[src/rtl/scope_pkg.sv]
// -----------------------------------------------------------------------------
// scope_pkg
// Shared types and constants for the scope acquisition stage.
//   state_t        : capture FSM states
//   EDGE_RISE/FALL : encoding of the trig_edge_i select
//   DEFAULT_*      : default sample / address widths
//   is_busy()      : true for the states in which samples are captured
// -----------------------------------------------------------------------------
package scope_pkg;

    localparam int DEFAULT_DATA_W = 8;
    localparam int DEFAULT_ADDR_W = 9;

    localparam logic EDGE_RISE = 1'b0;
    localparam logic EDGE_FALL = 1'b1;

    typedef enum logic [2:0] {
        IDLE,
        PREFILL,
        WAIT_TRIG,
        POSTFILL,
        DONE
    } state_t;

    function automatic logic is_busy(input state_t s);
        return (s == PREFILL) || (s == WAIT_TRIG) || (s == POSTFILL);
    endfunction

endpackage

[src/rtl/scope_trigger_capture_if.sv]
// -----------------------------------------------------------------------------
// scope_trigger_capture_if
// Bundles the sample stream, the capture controls, the capture-RAM write
// bus and the status/readout outputs of the acquisition stage.
//   master : the producer side (ADC stream and control source)
//   slave  : the capture block itself
// -----------------------------------------------------------------------------
interface scope_trigger_capture_if #(
    parameter int DATA_W = scope_pkg::DEFAULT_DATA_W,
    parameter int ADDR_W = scope_pkg::DEFAULT_ADDR_W
) ();

    // Sample stream and capture controls
    logic [DATA_W-1:0] sample_i;
    logic              sample_valid_i;
    logic              arm_i;
    logic              force_i;
    logic [DATA_W-1:0] trig_level_i;
    logic              trig_edge_i;
    logic [ADDR_W-1:0] pretrig_i;

    // Capture RAM write bus
    logic              mem_we_o;
    logic [ADDR_W-1:0] mem_addr_o;
    logic [DATA_W-1:0] mem_data_o;

    // Status and readout pointers
    logic              busy_o;
    logic              triggered_o;
    logic              done_o;
    logic [ADDR_W-1:0] trig_addr_o;
    logic [ADDR_W-1:0] start_addr_o;

    modport master (
        output sample_i, sample_valid_i, arm_i, force_i,
               trig_level_i, trig_edge_i, pretrig_i,
        input  mem_we_o, mem_addr_o, mem_data_o,
               busy_o, triggered_o, done_o, trig_addr_o, start_addr_o
    );

    modport slave (
        input  sample_i, sample_valid_i, arm_i, force_i,
               trig_level_i, trig_edge_i, pretrig_i,
        output mem_we_o, mem_addr_o, mem_data_o,
               busy_o, triggered_o, done_o, trig_addr_o, start_addr_o
    );

endinterface

[src/rtl/scope_edge_detect.sv]
// -----------------------------------------------------------------------------
// scope_edge_detect
// Keeps the previously accepted sample and reports a level crossing between
// it and the current sample.
//   clk, rst  : clock, synchronous active-high reset
//   clear     : forget the previous sample (new capture armed)
//   accept    : cur is an accepted sample; it becomes the new previous sample
//   cur       : current sample
//   level     : unsigned trigger threshold
//   edge_sel  : EDGE_RISE or EDGE_FALL
//   hit       : combinational crossing indication for cur against prev
// -----------------------------------------------------------------------------
module scope_edge_detect
    import scope_pkg::*;
#(
    parameter int DATA_W = DEFAULT_DATA_W
) (
    input  logic              clk,
    input  logic              rst,
    input  logic              clear,
    input  logic              accept,
    input  logic [DATA_W-1:0] cur,
    input  logic [DATA_W-1:0] level,
    input  logic              edge_sel,
    output logic              hit
);

    logic [DATA_W-1:0] prev;
    logic              prev_valid;

    // prev_valid stays low until one sample has been seen after arming, so
    // the first sample of a capture can never be the crossing sample.
    always_ff @(posedge clk) begin
        if (rst) begin
            prev       <= '0;
            prev_valid <= 1'b0;
        end else if (clear) begin
            prev_valid <= 1'b0;
        end else if (accept) begin
            prev       <= cur;
            prev_valid <= 1'b1;
        end
    end

    // The crossing sample is the one that reaches or passes the level.
    always_comb begin
        hit = 1'b0;
        if (prev_valid) begin
            if (edge_sel == EDGE_FALL) begin
                hit = (prev > level) && (cur <= level);
            end else begin
                hit = (prev < level) && (cur >= level);
            end
        end
    end

endmodule

[src/rtl/scope_trigger_capture.sv]
// -----------------------------------------------------------------------------
// scope_trigger_capture
// Acquisition stage of the scope: fills a circular capture RAM with a
// programmable number of pre-trigger samples, waits for a level crossing
// (or a forced trigger), completes the post-trigger fill and then reports
// the oldest sample address for the readout stage.
//   clk, rst : clock, synchronous active-high reset
//   bus      : slave side of scope_trigger_capture_if
//              inputs  sample_i, sample_valid_i, arm_i, force_i,
//                      trig_level_i, trig_edge_i, pretrig_i
//              outputs mem_we_o, mem_addr_o, mem_data_o (RAM write bus),
//                      busy_o, triggered_o, done_o, trig_addr_o, start_addr_o
// All outputs are registered.
// -----------------------------------------------------------------------------
module scope_trigger_capture
    import scope_pkg::*;
#(
    parameter int DATA_W = DEFAULT_DATA_W,
    parameter int ADDR_W = DEFAULT_ADDR_W
) (
    input  logic                    clk,
    input  logic                    rst,
    scope_trigger_capture_if.slave  bus
);

    localparam int                DEPTH   = 2 ** ADDR_W;
    localparam logic [ADDR_W-1:0] MAX_PRE = ADDR_W'(DEPTH - 1);

    // Limits the pre-trigger depth so at least the trigger sample fits.
    function automatic logic [ADDR_W-1:0] clamp_pretrig(input logic [ADDR_W-1:0] p);
        if ({1'b0, p} > (ADDR_W + 1)'(DEPTH - 1)) begin
            return MAX_PRE;
        end
        return p;
    endfunction

    state_t            state;
    logic [ADDR_W-1:0] ptr;
    logic [ADDR_W-1:0] pre_cnt;
    logic [ADDR_W-1:0] post_cnt;
    logic [ADDR_W-1:0] pretrig_lat;

    logic              mem_we_r;
    logic [ADDR_W-1:0] mem_addr_r;
    logic [DATA_W-1:0] mem_data_r;
    logic              busy_r;
    logic              triggered_r;
    logic              done_r;
    logic [ADDR_W-1:0] trig_addr_r;
    logic [ADDR_W-1:0] start_addr_r;

    logic              accept;
    logic              edge_hit;
    logic [ADDR_W-1:0] pretrig_clamped;
    logic [ADDR_W-1:0] post_load;

    // A sample is taken only while capturing; the arm cycle never takes one.
    assign accept          = bus.sample_valid_i && is_busy(state) && !bus.arm_i;
    assign pretrig_clamped = clamp_pretrig(bus.pretrig_i);
    assign post_load       = MAX_PRE - pretrig_lat;

    scope_edge_detect #(
        .DATA_W (DATA_W)
    ) u_edge (
        .clk      (clk),
        .rst      (rst),
        .clear    (bus.arm_i),
        .accept   (accept),
        .cur      (bus.sample_i),
        .level    (bus.trig_level_i),
        .edge_sel (bus.trig_edge_i),
        .hit      (edge_hit)
    );

    // Capture FSM with pointer, counters and all registered outputs.
    // Every accepted sample is written at ptr and ptr advances modulo DEPTH,
    // so once the capture finishes ptr already points at the oldest sample
    // and becomes start_addr_o on the same edge as the last write.
    always_ff @(posedge clk) begin
        if (rst) begin
            state        <= IDLE;
            ptr          <= '0;
            pre_cnt      <= '0;
            post_cnt     <= '0;
            pretrig_lat  <= '0;
            mem_we_r     <= 1'b0;
            mem_addr_r   <= '0;
            mem_data_r   <= '0;
            busy_r       <= 1'b0;
            triggered_r  <= 1'b0;
            done_r       <= 1'b0;
            trig_addr_r  <= '0;
            start_addr_r <= '0;
        end else begin
            mem_we_r <= 1'b0;

            if (bus.arm_i) begin
                pretrig_lat <= pretrig_clamped;
                ptr         <= '0;
                pre_cnt     <= '0;
                post_cnt    <= '0;
                triggered_r <= 1'b0;
                done_r      <= 1'b0;
                busy_r      <= 1'b1;
                state       <= (pretrig_clamped == '0) ? WAIT_TRIG : PREFILL;
            end else if (accept) begin
                mem_we_r   <= 1'b1;
                mem_addr_r <= ptr;
                mem_data_r <= bus.sample_i;
                ptr        <= ptr + 1'b1;

                case (state)
                    PREFILL: begin
                        pre_cnt <= pre_cnt + 1'b1;
                        if (pre_cnt + 1'b1 == pretrig_lat) begin
                            state <= WAIT_TRIG;
                        end
                    end

                    WAIT_TRIG: begin
                        // Force and crossing on the same sample are one trigger.
                        if (edge_hit || bus.force_i) begin
                            trig_addr_r <= ptr;
                            triggered_r <= 1'b1;
                            if (post_load == '0) begin
                                state        <= DONE;
                                done_r       <= 1'b1;
                                busy_r       <= 1'b0;
                                start_addr_r <= ptr + 1'b1;
                            end else begin
                                post_cnt <= post_load;
                                state    <= POSTFILL;
                            end
                        end
                    end

                    POSTFILL: begin
                        post_cnt <= post_cnt - 1'b1;
                        if (post_cnt == ADDR_W'(1)) begin
                            state        <= DONE;
                            done_r       <= 1'b1;
                            busy_r       <= 1'b0;
                            start_addr_r <= ptr + 1'b1;
                        end
                    end

                    default: begin
                    end
                endcase
            end
        end
    end

    assign bus.mem_we_o     = mem_we_r;
    assign bus.mem_addr_o   = mem_addr_r;
    assign bus.mem_data_o   = mem_data_r;
    assign bus.busy_o       = busy_r;
    assign bus.triggered_o  = triggered_r;
    assign bus.done_o       = done_r;
    assign bus.trig_addr_o  = trig_addr_r;
    assign bus.start_addr_o = start_addr_r;

endmodule

[src/flat_wrapper.sv]
// flat-port wrapper written by rule: the top's interface ports become plain ports
module scope_trigger_capture_flat import scope_pkg::*;
#(
    parameter int DATA_W = DEFAULT_DATA_W,
    parameter int ADDR_W = DEFAULT_ADDR_W
)
  (clk, rst, bus_sample_i, bus_sample_valid_i, bus_arm_i, bus_force_i, bus_trig_level_i, bus_trig_edge_i, bus_pretrig_i, bus_mem_we_o, bus_mem_addr_o, bus_mem_data_o, bus_busy_o, bus_triggered_o, bus_done_o, bus_trig_addr_o, bus_start_addr_o);
  scope_trigger_capture_if #(.DATA_W(DATA_W), .ADDR_W(ADDR_W)) bus_i ();
  input  logic clk;
  input  logic rst;
  input wire logic [$bits(bus_i.sample_i)-1:0] bus_sample_i;
  input wire logic [$bits(bus_i.sample_valid_i)-1:0] bus_sample_valid_i;
  input wire logic [$bits(bus_i.arm_i)-1:0] bus_arm_i;
  input wire logic [$bits(bus_i.force_i)-1:0] bus_force_i;
  input wire logic [$bits(bus_i.trig_level_i)-1:0] bus_trig_level_i;
  input wire logic [$bits(bus_i.trig_edge_i)-1:0] bus_trig_edge_i;
  input wire logic [$bits(bus_i.pretrig_i)-1:0] bus_pretrig_i;
  output wire logic [$bits(bus_i.mem_we_o)-1:0] bus_mem_we_o;
  output wire logic [$bits(bus_i.mem_addr_o)-1:0] bus_mem_addr_o;
  output wire logic [$bits(bus_i.mem_data_o)-1:0] bus_mem_data_o;
  output wire logic [$bits(bus_i.busy_o)-1:0] bus_busy_o;
  output wire logic [$bits(bus_i.triggered_o)-1:0] bus_triggered_o;
  output wire logic [$bits(bus_i.done_o)-1:0] bus_done_o;
  output wire logic [$bits(bus_i.trig_addr_o)-1:0] bus_trig_addr_o;
  output wire logic [$bits(bus_i.start_addr_o)-1:0] bus_start_addr_o;
  assign bus_i.sample_i = bus_sample_i;
  assign bus_i.sample_valid_i = bus_sample_valid_i;
  assign bus_i.arm_i = bus_arm_i;
  assign bus_i.force_i = bus_force_i;
  assign bus_i.trig_level_i = bus_trig_level_i;
  assign bus_i.trig_edge_i = bus_trig_edge_i;
  assign bus_i.pretrig_i = bus_pretrig_i;
  assign bus_mem_we_o = bus_i.mem_we_o;
  assign bus_mem_addr_o = bus_i.mem_addr_o;
  assign bus_mem_data_o = bus_i.mem_data_o;
  assign bus_busy_o = bus_i.busy_o;
  assign bus_triggered_o = bus_i.triggered_o;
  assign bus_done_o = bus_i.done_o;
  assign bus_trig_addr_o = bus_i.trig_addr_o;
  assign bus_start_addr_o = bus_i.start_addr_o;
  scope_trigger_capture #(.DATA_W(DATA_W), .ADDR_W(ADDR_W)) u_core (.clk(clk), .rst(rst), .bus(bus_i));
endmodule
[config.mk]
export PLATFORM = sky130hd
export DESIGN_NAME = scope_trigger_capture_flat
export DESIGN_NICKNAME = d
export VERILOG_FILES = /design/src/rtl/scope_pkg.sv /design/src/rtl/scope_trigger_capture_if.sv /design/src/rtl/scope_edge_detect.sv /design/src/rtl/scope_trigger_capture.sv /design/src/flat_wrapper.sv
export SDC_FILE = /design/constraint.sdc
export NUM_CORES = 1
export LEC_CHECK = 0
export CAP_MARGIN = 10
export CORE_UTILIZATION = 49
export DETAILED_ROUTE_END_ITERATION = 10
export GPL_ROUTABILITY_DRIVEN = 0
export GPL_TIMING_DRIVEN = 0
export HOLD_SLACK_MARGIN = 0.15
export PLACE_DENSITY = 0.76
export REMOVE_ABC_BUFFERS = 1
export SYNTH_ARGS = -nofsm -noshare
export SYNTH_HDL_FRONTEND = slang
export SYNTH_HIERARCHICAL = 1
export SYNTH_SLANG_ARGS = --single-unit
[constraint.sdc]
create_clock -name clk -period 3.4 [get_ports clk]
set_input_delay 0.85 -clock clk [delete_from_list [all_inputs] [get_ports clk]]
set_output_delay 0.85 -clock clk [all_outputs]
set_load 0.005 [all_outputs]
==> metrics.cfg, run 1 <==
[timing]
clock.fmax_mhz=300
timing.final.max_slew_violations=0
worstMarginPinSlew_ns=1.08
finClkSkew_ns=0.0144
timing.final.crit_share_pct=98.2
fin_hold_ws_ns=0.459
slew_headroom_pct=27.8
setup_ws_ns=0.0615
setup-tns-final_ns=0
hold_violations=0
period_needed_ns=3.34
setup_viol_count_final=0

[detailed_routing]
post-route-drc-count=0
route.vias.total=3914
drt_iter0_markers=218
finalWirelength_um=10900
wl_per_cell_um=15.8
antenna_left=0
firstDrtPassIters=4
via_per_inst=5.69

[clock_tree]
cts_buffer_depth=2
cts.sinks=87
cts_htree_levels=3
cts_buffers=9
ctsRootBufferMaster=clkbuf_8
cts_hold_buf=0
cts.clk_slew.worst_paths_ns=0.10
tritoncts=yes
worstSkewPairLatency_ns=0.35

[grt]
grt_overflow=0
grt_max_degree=49
grt_pass1_vias=3573
grt_use_total_pct=23.4
grt_pass1_wl_um=16900
grt_antenna_before_repair=0

[final_layout]
final_cell_area_um2=5620
final_core_util_pct=67.4
seq_area_um2=1740
layout-drive-gt1-share_pct=11.8
multi_input_area_um2=2600
nNetsFinal=629
area_growth_pct=31.3
stdcell_count=688
diodes=0
nFillCells=651

[setup_path]
worstPathRequired_ns=3.69
reg2regPathDepth=12
cp-end-kind=register
path_class=input pin to register
crit_arrival_ns=3.62
r2r_start=u_core/u_edge/prev[1]
startpoint=bus_trig_level_i[4]
start_kind=input pin
crit_fanout=3

[floorplanning]
start_util_pct=51.4
coreArea_um2=8340
die_area_um2=9120
die_y_um=95.5
num_rows=33
ios=70
die_w_um=95.5

[worst_hold_path]
worstHoldPathCells=2
hp-start=u_core/bus.mem_data_o[1]
hp-class=register to register

[synthesis]
synth_warnings=6
synth_compound_area_share_pct=13.9
syn_area_um2=4280
synth_top_family_by_area=simple AND/OR/NAND/NOR gates
yosys.area.top_type=dfxtp_1
synth_xor_area_share_pct=6.34
ys.flop_type=dfxtp_1
synth_area_leaders=dfxtp_1, nor2_1, mux2i_1
async_reset_ff_share_pct=0
yosysTopAreaCellShare_pct=40.7
ys_seq_elements=87
synth.avg_cell_area_um2=8.42
ys_types=57
synthMuxAreaShare_pct=6.31
synth_fa_ha_area_share_pct=5.84
syn_inst=509
seq_area_frac_synth_pct=40.7
synth_edf_count=0
synth-simple-area-share_pct=22.7

[placed_design]
port_buffers=69
place_ws_ns=-1.43
numPlacedInstances=659
place_area_um2=5040
dp_hpwl_um=7030

[run_status]
status=finished clean

[job]
drv_cap=0

[pwr]
p_total_mw=2.19
peakVddDrop_v=0.000234
power_density_nw_per_um2=389
p_leak_nw=2.03

==> cells in the final DEF (no fill, tap or decap), types with 3 or more instances in the layout <==
master,instances
ha_1,11
o211ai_1,4
inv_1,9
ha_4,9
nor3_1,7
nand3_1,12
xor2_1,14
dlymetal6s2s_1,12
clkbuf_8,9
a21oi_1,46
o21ai_0,14
xnor2_1,17
nor4_4,3
bufinv_16,3
or3_1,5
mux2i_1,27
dfxtp_1,87
inv_2,6
a211oi_1,7
nor2b_1,3
nand3b_1,3
nor2_1,72
nand2_1,58
nand4_1,9
buf_4,12
and3_1,5
a31oi_1,4
clkdlybuf4s50_1,55
==> synthesized netlist by cell type (2+ instances only) <==
cell	instances
nor2_1	74
a2111o_1	2
a31oi_1	4
o22ai_1	2
buf_2	4
a41oi_1	2
xnor2_1	17
a21o_1	2
a211oi_1	9
nand2b_1	2
nand3_1	12
inv_1	15
nand2_1	58
dfxtp_1	87
buf_1	3
nand3b_1	2
and3_1	5
or4_1	2
o21ai_0	16
mux2i_1	27
o211ai_1	4
and4_1	2
nor3_1	7
o21ba_2	2
buf_4	2
nor4_1	3
clkbuf_1	17
nor2b_1	5
o21a_1	2
xor2_1	14
ha_1	20
and2_1	2
clkbuf_2	2
a21oi_1	46
nor3b_1	2
or3_1	5
nand4_1	9
==> worst paths after layout <==
path / to / slack (ns)
setup / recovery: u_core/state[1] / 0.06
hold reg to reg: u_core/bus.mem_data_o[1] / 0.46
hold / removal: u_core/bus.mem_data_o[1] / 0.46
setup reg to reg: u_core/state[1] / 0.71
==> area by class of cell <==
class                           instances  share of cell area [%]
Clock buffer                            9                    2.20
Multi-Input combinational cell        380                    46.2
Sequential cell                        87                    31.0
Clock inverter                          7                    2.27
Timing Repair Buffer                   84                    15.0
Inverter                               16                    1.07
Tap cell                              105                    2.34
==> routing by layer <==
| metal | track usage (%) | wire [µm] | part of all wire (%) |
|---|---|---|---|
| met1 | 30.0 | 4840 | 45 |
| met2 | 40.9 | 5320 | 49 |
| met3 | 2.87 | 513 | 4.7 |
| met4 | 7.34 | 190 | 1.7 |
| met5 | 0 | 0 | 0 |
==> state kept, by name, summed over array words and instances (netlist names) <==
signal and count:
u_core/state 3, u_core/bus.start_addr_o 9, u_core/bus.mem_addr_o 9, u_core/u_edge/prev 8
u_core/pretrig_lat 9, u_core/bus.mem_we_o 1, u_core/pre_cnt 9, u_core/post_cnt 9
u_core/bus.done_o 1, u_core/bus.triggered_o 1, u_core/bus.trig_addr_o 9, u_core/u_edge/prev_valid 1
u_core/bus.busy_o 1, u_core/bus.mem_data_o 8, u_core/ptr 9
==> report_power, final <==
| part | total [mW] | internal [mW] | switching [mW] |
|---|---|---|---|
| Sequential | 1.06 | 1.04 | 0.0241 |
| Combinational | 0.233 | 0.110 | 0.123 |
| Clock | 0.896 | 0.499 | 0.397 |
| Total | 2.19 | 1.64 | 0.544 |
==> timing repair <==
action | CTS | global route
gates resized for setup | 8 | 40
gates cloned | 1 | 2
setup buffers | 4 | 6
endpoints found under the setup margin | 66 | 30
pin swaps | 2 | 4
==> worst max-delay path, cell delays in order <==
cell and delay, ns:
clkdlybuf4s50_1 0.45, inv_1 0.06, ha_1 0.27, nand4_1 0.14
or2_1 0.27, a221o_1 0.30, o21ai_2 0.17, o21ba_4 0.17
a311oi_4 0.05, a21o_1 0.21, a2111o_1 0.33, and3b_1 0.21
nor3_2 0.13
==> cells by family after synthesis <==
family,Yosys count
AND/OR/NAND/NOR,202
AO/OA/AOI/OAI,98
flip-flops,87
buffers and inverters,44
XOR/XNOR,31
multiplexers,27
adder cells (fa/ha/maj),20
Note: power is estimated with default switching activity, not from simulation.
==> run 2, diff against run 1 <==
--- a/config.mk
+++ b/config.mk
@@ -6,13 +6,15 @@
 export NUM_CORES = 1
 export LEC_CHECK = 0
 export CAP_MARGIN = 10
+export CORE_MARGIN = 2
 export CORE_UTILIZATION = 49
 export DETAILED_ROUTE_END_ITERATION = 10
 export GPL_ROUTABILITY_DRIVEN = 0
 export GPL_TIMING_DRIVEN = 0
 export HOLD_SLACK_MARGIN = 0.15
-export PLACE_DENSITY = 0.76
+export PLACE_DENSITY = 0.75
 export REMOVE_ABC_BUFFERS = 1
+export SKIP_CTS_REPAIR_TIMING = 1
 export SYNTH_ARGS = -nofsm -noshare
 export SYNTH_HDL_FRONTEND = slang
 export SYNTH_HIERARCHICAL = 1
==> metrics.cfg, run 2 (synthesis gave the netlist of run 1 again) <==
[timing]
slew_headroom_pct=42.5
setup_ws_ns=0.189
setup_viol_count_final=0
timing.final.max_slew_violations=0
timing.final.crit_share_pct=94.4
period_needed_ns=3.21
rsz0062_at_grt=no
hold_violations=0
finClkSkew_ns=0.00654
clock.fmax_mhz=311
worstMarginPinSlew_ns=0.860

[pwr]
power_frac_seq_pct=51.1
swShare_pct=26.4
clkPwrFrac_pct=37.2
power.internal_mw=1.52
power_density_nw_per_um2=364
peakVddDrop_v=0.000235
p_leak_nw=2.06
p_total_mw=2.07
power.switching_mw=0.546
pwr-share-comb_pct=11.7

[detailed_routing]
wl_per_cell_um=15.5
post-route-drc-count=0
drt_iter0_markers=170
antenna_left=0
route.vias.total=3891
firstDrtPassIters=4
finalWirelength_um=10700
via_per_inst=5.61

[worst_hold_path]
hp-class=register to register
hp-start=u_core/bus.mem_data_o[4]

[placed_design]
dp_hpwl_um=6870
numPlacedInstances=661
place_ws_ns=-1.35
port_buffers=69

[setup_path]
worstPathRequired_ns=3.65
cp-end-kind=register
crit_path_max_incr_delay_ns=0.38
startpoint=bus_trig_level_i[1]
start_kind=input pin
crit_family=compound AO/OA/AOI/OAI gates
worstPathCellList=dlymetal6s2s_1 -> inv_2 -> ha_4 -> nor2b_2 -> o211ai_1 -> a21o_1 -> a221o_1 -> o21ai_2 -> o21ba_4 -> a311oi_4 -> a21o_1 -> a2111o_1 -> buf_4 -> nand3_1 -> a21oi_1
path_class=input pin to register
crit_top_cell=a21o_1
crit_fanout=3
cp_slowest_cell=a2111o_1
crit_arrival_ns=3.46
r2r_start=u_core/u_edge/prev[1]
critPathBufInv=3

[final_layout]
area_growth_pct=32.7
nNetsFinal=631
layout-drive-gt1-share_pct=13.7
diodes=0
final_common_cell=dfxtp_1
final_core_util_pct=66.1
final_cell_mix=dfxtp_1, nor2_1, nand2_1, clkdlybuf4s50_1, a21oi_1
stdcell_count=693

[clock_tree]
cts_buffer_depth=2
tritoncts=yes
cts.sinks=87
worstSkewPairLatency_ns=0.36
cts_htree_levels=3
cts.clk_slew.worst_paths_ns=0.09
ctsRootBufferMaster=clkbuf_8
cts_buffers=9

[grt]
grt_use_total_pct=20.6
grt_max_degree=38
grt_pass1_wl_um=16400
grt_overflow=0
grt_antenna_before_repair=0
grt_pass1_vias=3599

[floorplanning]
die_w_um=97.5
num_rows=34
die_area_um2=9510
coreArea_um2=8590
start_util_pct=49.9
ios=70
die_y_um=97.5

[job]
drv_cap=0

[run_status]
status=finished clean

## run 2: changes by cell type in the layout (fill, tap and decap cells not counted), moves of 2 or more
cell / previous run / this run
buf_6: 1 / 4
clkdlybuf4s50_1: 55 / 51
dlymetal6s2s_1: 12 / 16
nor2_2: 2 / 0
a21oi_1: 46 / 44
ha_4: 9 / 13
nor3_1: 7 / 5
a21oi_2: 0 / 2
ha_1: 11 / 6
bufinv_16: 3 / 1
## run 2: worst paths after layout
kind                         endpoint  slack, ns  cells past startpoint
min reg2reg  u_core/bus.mem_data_o[4]       0.46                      2
max                   u_core/state[0]       0.19                     15
max reg2reg           u_core/state[0]       0.50                     13
min          u_core/bus.mem_data_o[4]       0.46                      2
## run 2: cell type report
type	count	area, µm²
multi-input cells	379	2640
inverters	16	60.1
well taps	108	135
fillers	717	2910
repair buffers	87	893
clock inverters	6	75.1
clock buffers	10	138
flip-flops and latches	87	1740
## run 2: per-layer routing
layer	routed length (µm)	vias to the layer above	part of all wire, %	GRT usage [%]
li1	-	1921	-	-
met1	4530	1846	42	25.7
met2	5470	112	51	35.6
met3	614	12	5.7	4.96
met4	108	0	1.0	5.77
met5	0	-	0	0
## run 2: power by group through the flow
stage	registers, mW	clock network [mW]	logic [mW]
global placement	1.08	0	0.189
CTS	1.06	0.785	0.201
finish	1.06	0.769	0.242
floorplan	1.07	0	0.102
detailed placement	1.08	0	0.200
global route	1.06	0.828	0.264
## run 2: worst reg2reg max path: cells and delay by family, from the launching register on
kind,cells,cell delay [ns]
AO/OA/AOI/OAI,9,1.81
adder cells (fa/ha/maj),1,0.27
buffers and inverters,1,0.15
flip-flops,1,0.35
AND/OR/NAND/NOR,2,0.22
## run 2: metrics by stage
| stage | setup TNS (ns) | area, µm² | hold slack [ns] |
|---|---|---|---|
| floorplan | -5.45 | 4160 | 0.445 |
| global placement | -71.26 | 4990 | 0.441 |
| detailed placement | -49.98 | 5040 | 0.450 |
| CTS | -24.09 | 5260 | 0.462 |
| global route | 0 | 5680 | 0.485 |
| finish | 0 | 5680 | 0.461 |
